**config.mk**
```make
export PLATFORM = sky130hd
export DESIGN_NAME = lab3_encoder_8to3
export DESIGN_NICKNAME = d
export VERILOG_FILES = /design/src/rtl/lab3_encoder_8to3.sv
export SDC_FILE = /design/constraint.sdc
export NUM_CORES = 1
export LEC_CHECK = 0
export CAP_MARGIN = 15
export CELL_PAD_IN_SITES_DETAIL_PLACEMENT = 0
export CELL_PAD_IN_SITES_GLOBAL_PLACEMENT = 1
export CORE_UTILIZATION = 32
export DETAILED_ROUTE_END_ITERATION = 10
export GPL_TIMING_DRIVEN = 0
export PLACE_DENSITY = 0.83
export SETUP_SLACK_MARGIN = 0.5
export SLEW_MARGIN = 10
export SYNTH_ARGS = -nofsm -noshare
export SYNTH_HDL_FRONTEND = slang
export SYNTH_SLANG_ARGS = --single-unit
```
**constraint.sdc**
```tcl
create_clock -name clk -period 1.53 [get_ports clk]
set_input_delay 0.459 -clock clk [delete_from_list [all_inputs] [get_ports clk]]
set_output_delay 0.459 -clock clk [all_outputs]
set_load 0.01 [all_outputs]
```
**src/rtl/lab3_encoder_8to3.sv**
```systemverilog
// lab3_encoder_8to3: latches request pulses and hands out one pending index at a time over valid/ready.
// Define LAB3_ENC_ROUND_ROBIN_EN for round-robin selection; fixed highest-index priority otherwise.
module lab3_encoder_8to3 (
    input  logic       clk,
    input  logic       rst_n,
    input  logic [7:0] req,
    input  logic       ready,
    output logic       valid,
    output logic [2:0] idx,
    output logic [7:0] pending,
    output logic       overrun
);
    typedef enum logic {IDLE, PRESENT} state_t;
    state_t state_q, state_d;
    logic [7:0] pending_q, pending_d, clr;
    logic [2:0] idx_q, idx_d, sel;
    logic valid_q, valid_d, overrun_q, overrun_d, hs;
    assign hs = valid_q && ready;
    assign clr = hs ? 8'(1) << idx_q : '0;
    // a request landing on the bit being acked re-arms it instead of counting as an overrun
    assign pending_d = (pending_q & ~clr) | req;
    assign overrun_d = |(req & pending_q & ~clr);
`ifdef LAB3_ENC_ROUND_ROBIN_EN
    logic [2:0] ptr_q, cand;
    always_comb begin
        sel = '0;
        cand = '0;
        for (int k = 8; k >= 1; k--) begin
            cand = ptr_q + 3'(k);
            if (pending_q[cand]) sel = cand;
        end
    end
    always_ff @(posedge clk or negedge rst_n)
        if (!rst_n) ptr_q <= 3'd7;
        else if (hs) ptr_q <= idx_q;
`else
    always_comb begin
        sel = '0;
        for (int i = 0; i < 8; i++)
            if (pending_q[i]) sel = 3'(i);
    end
`endif
    // selection only happens in IDLE, so a presented index is never preempted
    always_comb begin
        state_d = state_q;
        idx_d = idx_q;
        valid_d = valid_q;
        if (state_q == IDLE) begin
            valid_d = 1'b0;
            if (pending_q != '0) begin
                idx_d = sel;
                valid_d = 1'b1;
                state_d = PRESENT;
            end
        end else if (ready) begin
            valid_d = 1'b0;
            state_d = IDLE;
        end
    end
    always_ff @(posedge clk or negedge rst_n) begin
        if (!rst_n) begin
            state_q <= IDLE;
            pending_q <= '0;
            idx_q <= '0;
            valid_q <= 1'b0;
            overrun_q <= 1'b0;
        end else begin
            state_q <= state_d;
            pending_q <= pending_d;
            idx_q <= idx_d;
            valid_q <= valid_d;
            overrun_q <= overrun_d;
        end
    end
    assign valid = valid_q;
    assign idx = idx_q;
    assign pending = pending_q;
    assign overrun = overrun_q;
endmodule

```
Word level (Yosys, flattened, before mapping)
Cells that the tools add are included.
- register bits: 14
- output and inout bits: 13
- equal/unequal tests: 1
- shift operators: 1
- muxes and demuxes: 13
- bitwise operators: 6
- reductions and logical operators: 4
- operator list (operator ; count):
    AND 8 bit ; 3
    two-way mux 3 bit ; 5
    two-way mux 8 bit ; 1
    NOT 8 bit ; 1
    bitwise OR 8 bit ; 1
    nonzero test 8 bit ; 1
    OR reduction 8 bit ; 1
    << shifter 1 x 3 -> 8 bit (first input constant) ; 1
    two-way mux 1 bit ; 6
    two-way mux 2 bit ; 1
    != test 2 bit (second input constant) ; 1
    AND reduction 2 bit ; 1
    logical AND 1 bit ; 1
    NOT 1 bit ; 1

Logic depth before layout (Yosys ltp)
- depth in word-level cells: 7
- depth in mapped cells: 6
- gate-level depth less buffers: 4

Worst setup path after synthesis
OpenSTA, ideal clock, no wires.
- kind: in2reg
- start point: input port ready
- end point: register overrun_q, in the netlist overrun
- setup time: 140 ps
- data arrival time: 1169 ps
- required time: 1390 ps
- path slack: 221 ps
- stages: 6
- cell sequence: buf_6 nor2b_4 buf_6 a21oi_1 nor4_1 nand4_1
- word-level cells in the longest chain between the ends: 5
- RTL lines (item ; RTL line ; RTL):
    start: declaration ; 7 ; input logic ready,
    logical AND 1 bit ; 18 ; assign hs = valid_q && ready;
    two-way mux 8 bit ; 19 ; assign clr = hs ? 8'(1) << idx_q : '0;
    NOT 8 bit ; 22 ; assign overrun_d = |(req & pending_q & ~clr);
    AND 8 bit ; 22 ;
    OR reduction 8 bit ; 22 ;
    via overrun_d ; 17 ; logic valid_q, valid_d, overrun_q, overrun_d, hs;
    end signal: assignment ; 72 ; overrun_q <= overrun_d;
    end: declaration ; 17 ;
The timed path passes the listed nets, and every way through them passes these cells.
A chain may end at the register's enable or synchronous reset.

Final worst setup path
- start point: register pending_q[6], in the netlist pending[6]
- end point: register idx_q[0], in the netlist idx[0]
- word-level cells in the longest chain between the ends: 2
- elaborated cells between the ends (all ways): 4
- RTL lines (item ; RTL line ; RTL):
    start: declaration ; 15 ; logic [7:0] pending_q, pending_d, clr;
    start signal: assignment ; 69 ; pending_q <= pending_d;
    nonzero test 8 bit or two-way mux 3 bit (tied branches) ; 50, 40 ;
    AND reduction 2 bit (no line) or two-way mux 3 bit (tied branches) ; - ;
    end signal: assignment ; 70 ; idx_q <= idx_d;
    end: declaration ; 16 ; logic [2:0] idx_q, idx_d, sel;
Parallel ways exist; a longest one is shown, timed or not.

==> impl_metrics.env <==
export IMPL_fmax_ghz=0.690
export IMPL_fin_skew_ps=0.926
export IMPL_pin_count=24
export IMPL_fin_area_sq_um=1340
export IMPL_final_nets=139
export IMPL_hold_viol_final=0
export IMPL_drt_pass1_iter_count=4
export IMPL_synth_most_common_cell="dfrtp_1"
export IMPL_antenna_found_initial=0
export IMPL_worstSetupStartpointType="flop"
export IMPL_grt_use_total_pct=18.0
export IMPL_fin_total_pwr_mw=1.60
export IMPL_syn_inst=73
export IMPL_seqCellArea_sq_um=360
export IMPL_synth_common_cells="dfrtp_1 (14), a21o_1 (9), nand2_1 (9)"
export IMPL_synth_distinct_cells=21
export IMPL_hold_class="input pin to asynchronous set/reset pin"
export IMPL_fin_crit_sh_pct=94.7
export IMPL_wl_met1_um=961
export IMPL_grt_pass1_vias=738
export IMPL_cp_end_kind="flop"
export IMPL_ys_warn_count=0
export IMPL_clock_latency_ps=290
export IMPL_cts_buffers=3
export IMPL_start_util_pct=35.4
export IMPL_rows=16
export IMPL_cts_hold_buf=0
export IMPL_vdd_drop_max_uv=652
export IMPL_synth_top_area_cell="dfrtp_1"
export IMPL_via_per_inst=5.31
export IMPL_leakage_nw=0.595
export IMPL_route_met3_wl_um=140
export IMPL_cts_tree="done"
export IMPL_top_layer_used="met4"
export IMPL_reg2reg_depth=5
export IMPL_critPathArrivalTime_ps=1610
export IMPL_clock_sinks=14
export IMPL_yosysSeqAreaShare_pct=48.4
export IMPL_place_hpwl_um=1240
export IMPL_drv_slew=0
export IMPL_wl_met2_um=1250
export IMPL_ant_nets=0
export IMPL_timing_hold_ws_ps=281
export IMPL_dr_first_iter_drc_count=22
export IMPL_htree_levels=1
export IMPL_crit_type="flop to flop"
export IMPL_gp_congestion=0.743
export IMPL_ys_ff_latch=14
export IMPL_grt_remaining_overflow=0
export IMPL_slew_headroom_pct=58.1
export IMPL_drive_gt1_share_pct=57.5
export IMPL_place_area_sq_um=1010
export IMPL_setup_violations=0
export IMPL_clk_pin_slew_ps=90
export IMPL_die_w_um=49.5
export IMPL_rrSetupSlack_ps=80
export IMPL_power_density_nw_per_um2=1200
export IMPL_grt_max_degree=15
export IMPL_period_needed_ps=1450
export IMPL_antenna_cells=0
export IMPL_cp_max_fo=6
export IMPL_avgSynthCellArea_sq_um=9.91
export IMPL_wl_per_cell_um=15.6
export IMPL_synth_cell_area_sq_um=723
export IMPL_area_growth_pct=84.6
export IMPL_r2r_start="pending[6]$_DFF_PN0_"
export IMPL_core_sq_um=2040
export IMPL_dieArea_sq_um=2450
export IMPL_r2r_end="idx[0]$_DFFE_PN0P_"
export IMPL_syn_num_nets=84
export IMPL_startpoint="pending[6]$_DFF_PN0_"
export IMPL_clk_path_buf_depth=2
export IMPL_die_y_um=49.5
export IMPL_async_flop_share_pct=100
export IMPL_synthFlopType="dfrtp_1"
export IMPL_synth_top_cell_area_share_pct=48.4
export IMPL_drc=0
export IMPL_outcome="finished, final reports clean"
export IMPL_wirelength_um=2400
export IMPL_fin_setup_tns_ps=0
export IMPL_drv_cap=0
export IMPL_io_buffers=22
export IMPL_grt_pass1_wl_um=3280
export IMPL_vias=817
export IMPL_utilization_pct=65.4
export IMPL_fillers=175
export IMPL_rsz0062_at_grt="yes"
export IMPL_worst_ep_required_time_ps=1690
export IMPL_synth_edff_count=0
export IMPL_yosys_top_cells_area="dfrtp_1 (48%), a21o_1 (9.3%), nand2_1 (4.7%), buf_6 (4.7%), a21oi_1 (4.2%)"
export IMPL_ctsRootBufferMaster="clkbuf_4"
export IMPL_multi_input_area_sq_um=422
export IMPL_worstMarginPinSlew_ps=628
export IMPL_crit_path_end="idx[0]$_DFFE_PN0P_"
## flip-flops by register name (all words and copies together), names as in the netlist
signal,flops
pending,8
valid,1
idx,3
state_q,1
overrun,1
## cells in the final DEF (no fill, tap or decap), drive strengths merged
| cell | synthesis | routed |
|---|---|---|
| nor2b | 1 | 1 |
| dlygate4sd2 | 0 | 1 |
| dfrtp | 14 | 14 |
| o21bai | 1 | 1 |
| nand2b | 1 | 1 |
| a31o | 1 | 1 |
| a21o | 9 | 9 |
| clkbuf | 0 | 5 |
| nor2 | 3 | 3 |
| nor3b | 1 | 1 |
| nor3 | 2 | 2 |
| inv | 3 | 3 |
| nor4 | 3 | 3 |
| o21ai | 2 | 2 |
| nand4 | 1 | 1 |
| clkdlybuf4s50 | 0 | 8 |
| and3b | 2 | 2 |
| nand3 | 6 | 6 |
| and3 | 1 | 1 |
| a21oi | 6 | 6 |
| nand2 | 9 | 9 |
| buf | 3 | 43 |
| a31oi | 4 | 4 |
## through the flow
| step | instances | setup slack [ps] |
|---|---|---|
| after global routing | 154 | 21.4 |
| after floorplan | 73 | 231 |
| final | 154 | 81.5 |
| after CTS | 141 | 88.3 |
| after detailed placement | 122 | -119 |
| after global placement | 122 | -109 |
## per-layer routing
| layer | up-vias | track usage, % |
|---|---|---|
| met5 | - | 0 |
| met4 | 0 | 10.5 |
| met3 | 6 | 4.32 |
| met2 | 35 | 27.7 |
| met1 | 402 | 22.7 |
| li1 | 374 | - |
## power breakdown
part	leakage, nW	internal (mW)	switching [mW]
clock network	0.0210	0.145	0.137
registers	0.129	0.447	0.0787
logic	0.445	0.431	0.357
## logic make-up after synthesis
family | count (synthesis) | share of synthesized area [%]
AO/OA/AOI/OAI | 23 | 20.6
flip-flops | 14 | 48.4
AND/OR/NAND/NOR | 30 | 24.7
buffers and inverters | 6 | 6.23
## how the worst min path moves through the flow
| stage | startpoint | to | slack [ps] | cells after the start |
|---|---|---|---|---|
| 6_report | rst_n | overrun$_DFF_PN0_ | 280 | 1 |
| 5_1_grt | rst_n | pending[4]$_DFF_PN0_ | 360 | 1 |
| 4_1_cts | rst_n | overrun$_DFF_PN0_ | 320 | 1 |
| 3_5_place_dp | state_q$_DFF_PN0_ | idx[2]$_DFFE_PN0P_ | 540 | 1 |
| 3_3_place_gp | state_q$_DFF_PN0_ | idx[2]$_DFFE_PN0P_ | 540 | 1 |
| 2_1_floorplan | rst_n | idx[0]$_DFFE_PN0P_ | 160 | 0 |
## critical path, stage by stage, from the launching register on
cell and delay [ps]:
dfrtp_2 430, buf_6 130, nor4_4 350, a21oi_4 140, nor2_1 190, a31oi_1 80
## layout make-up
class,count,share of cell area (%)
multi-input combinational,53,31.6
tap,27,2.53
sequential,14,27.0
clock buffer,4,2.72
buffer,3,2.81
timing repair buffer,50,32.5
inverter,3,0.843
## what timing repair did
| item | 4_1_cts | 5_1_grt |
|---|---|---|
| endpoints found under the setup margin | 40 | 27 |
| pin swaps | 9 | 6 |
| resized for setup | 72 | 14 |
| buffers inserted | 15 | 13 |
Note: power is estimated with default switching activity, not from simulation.
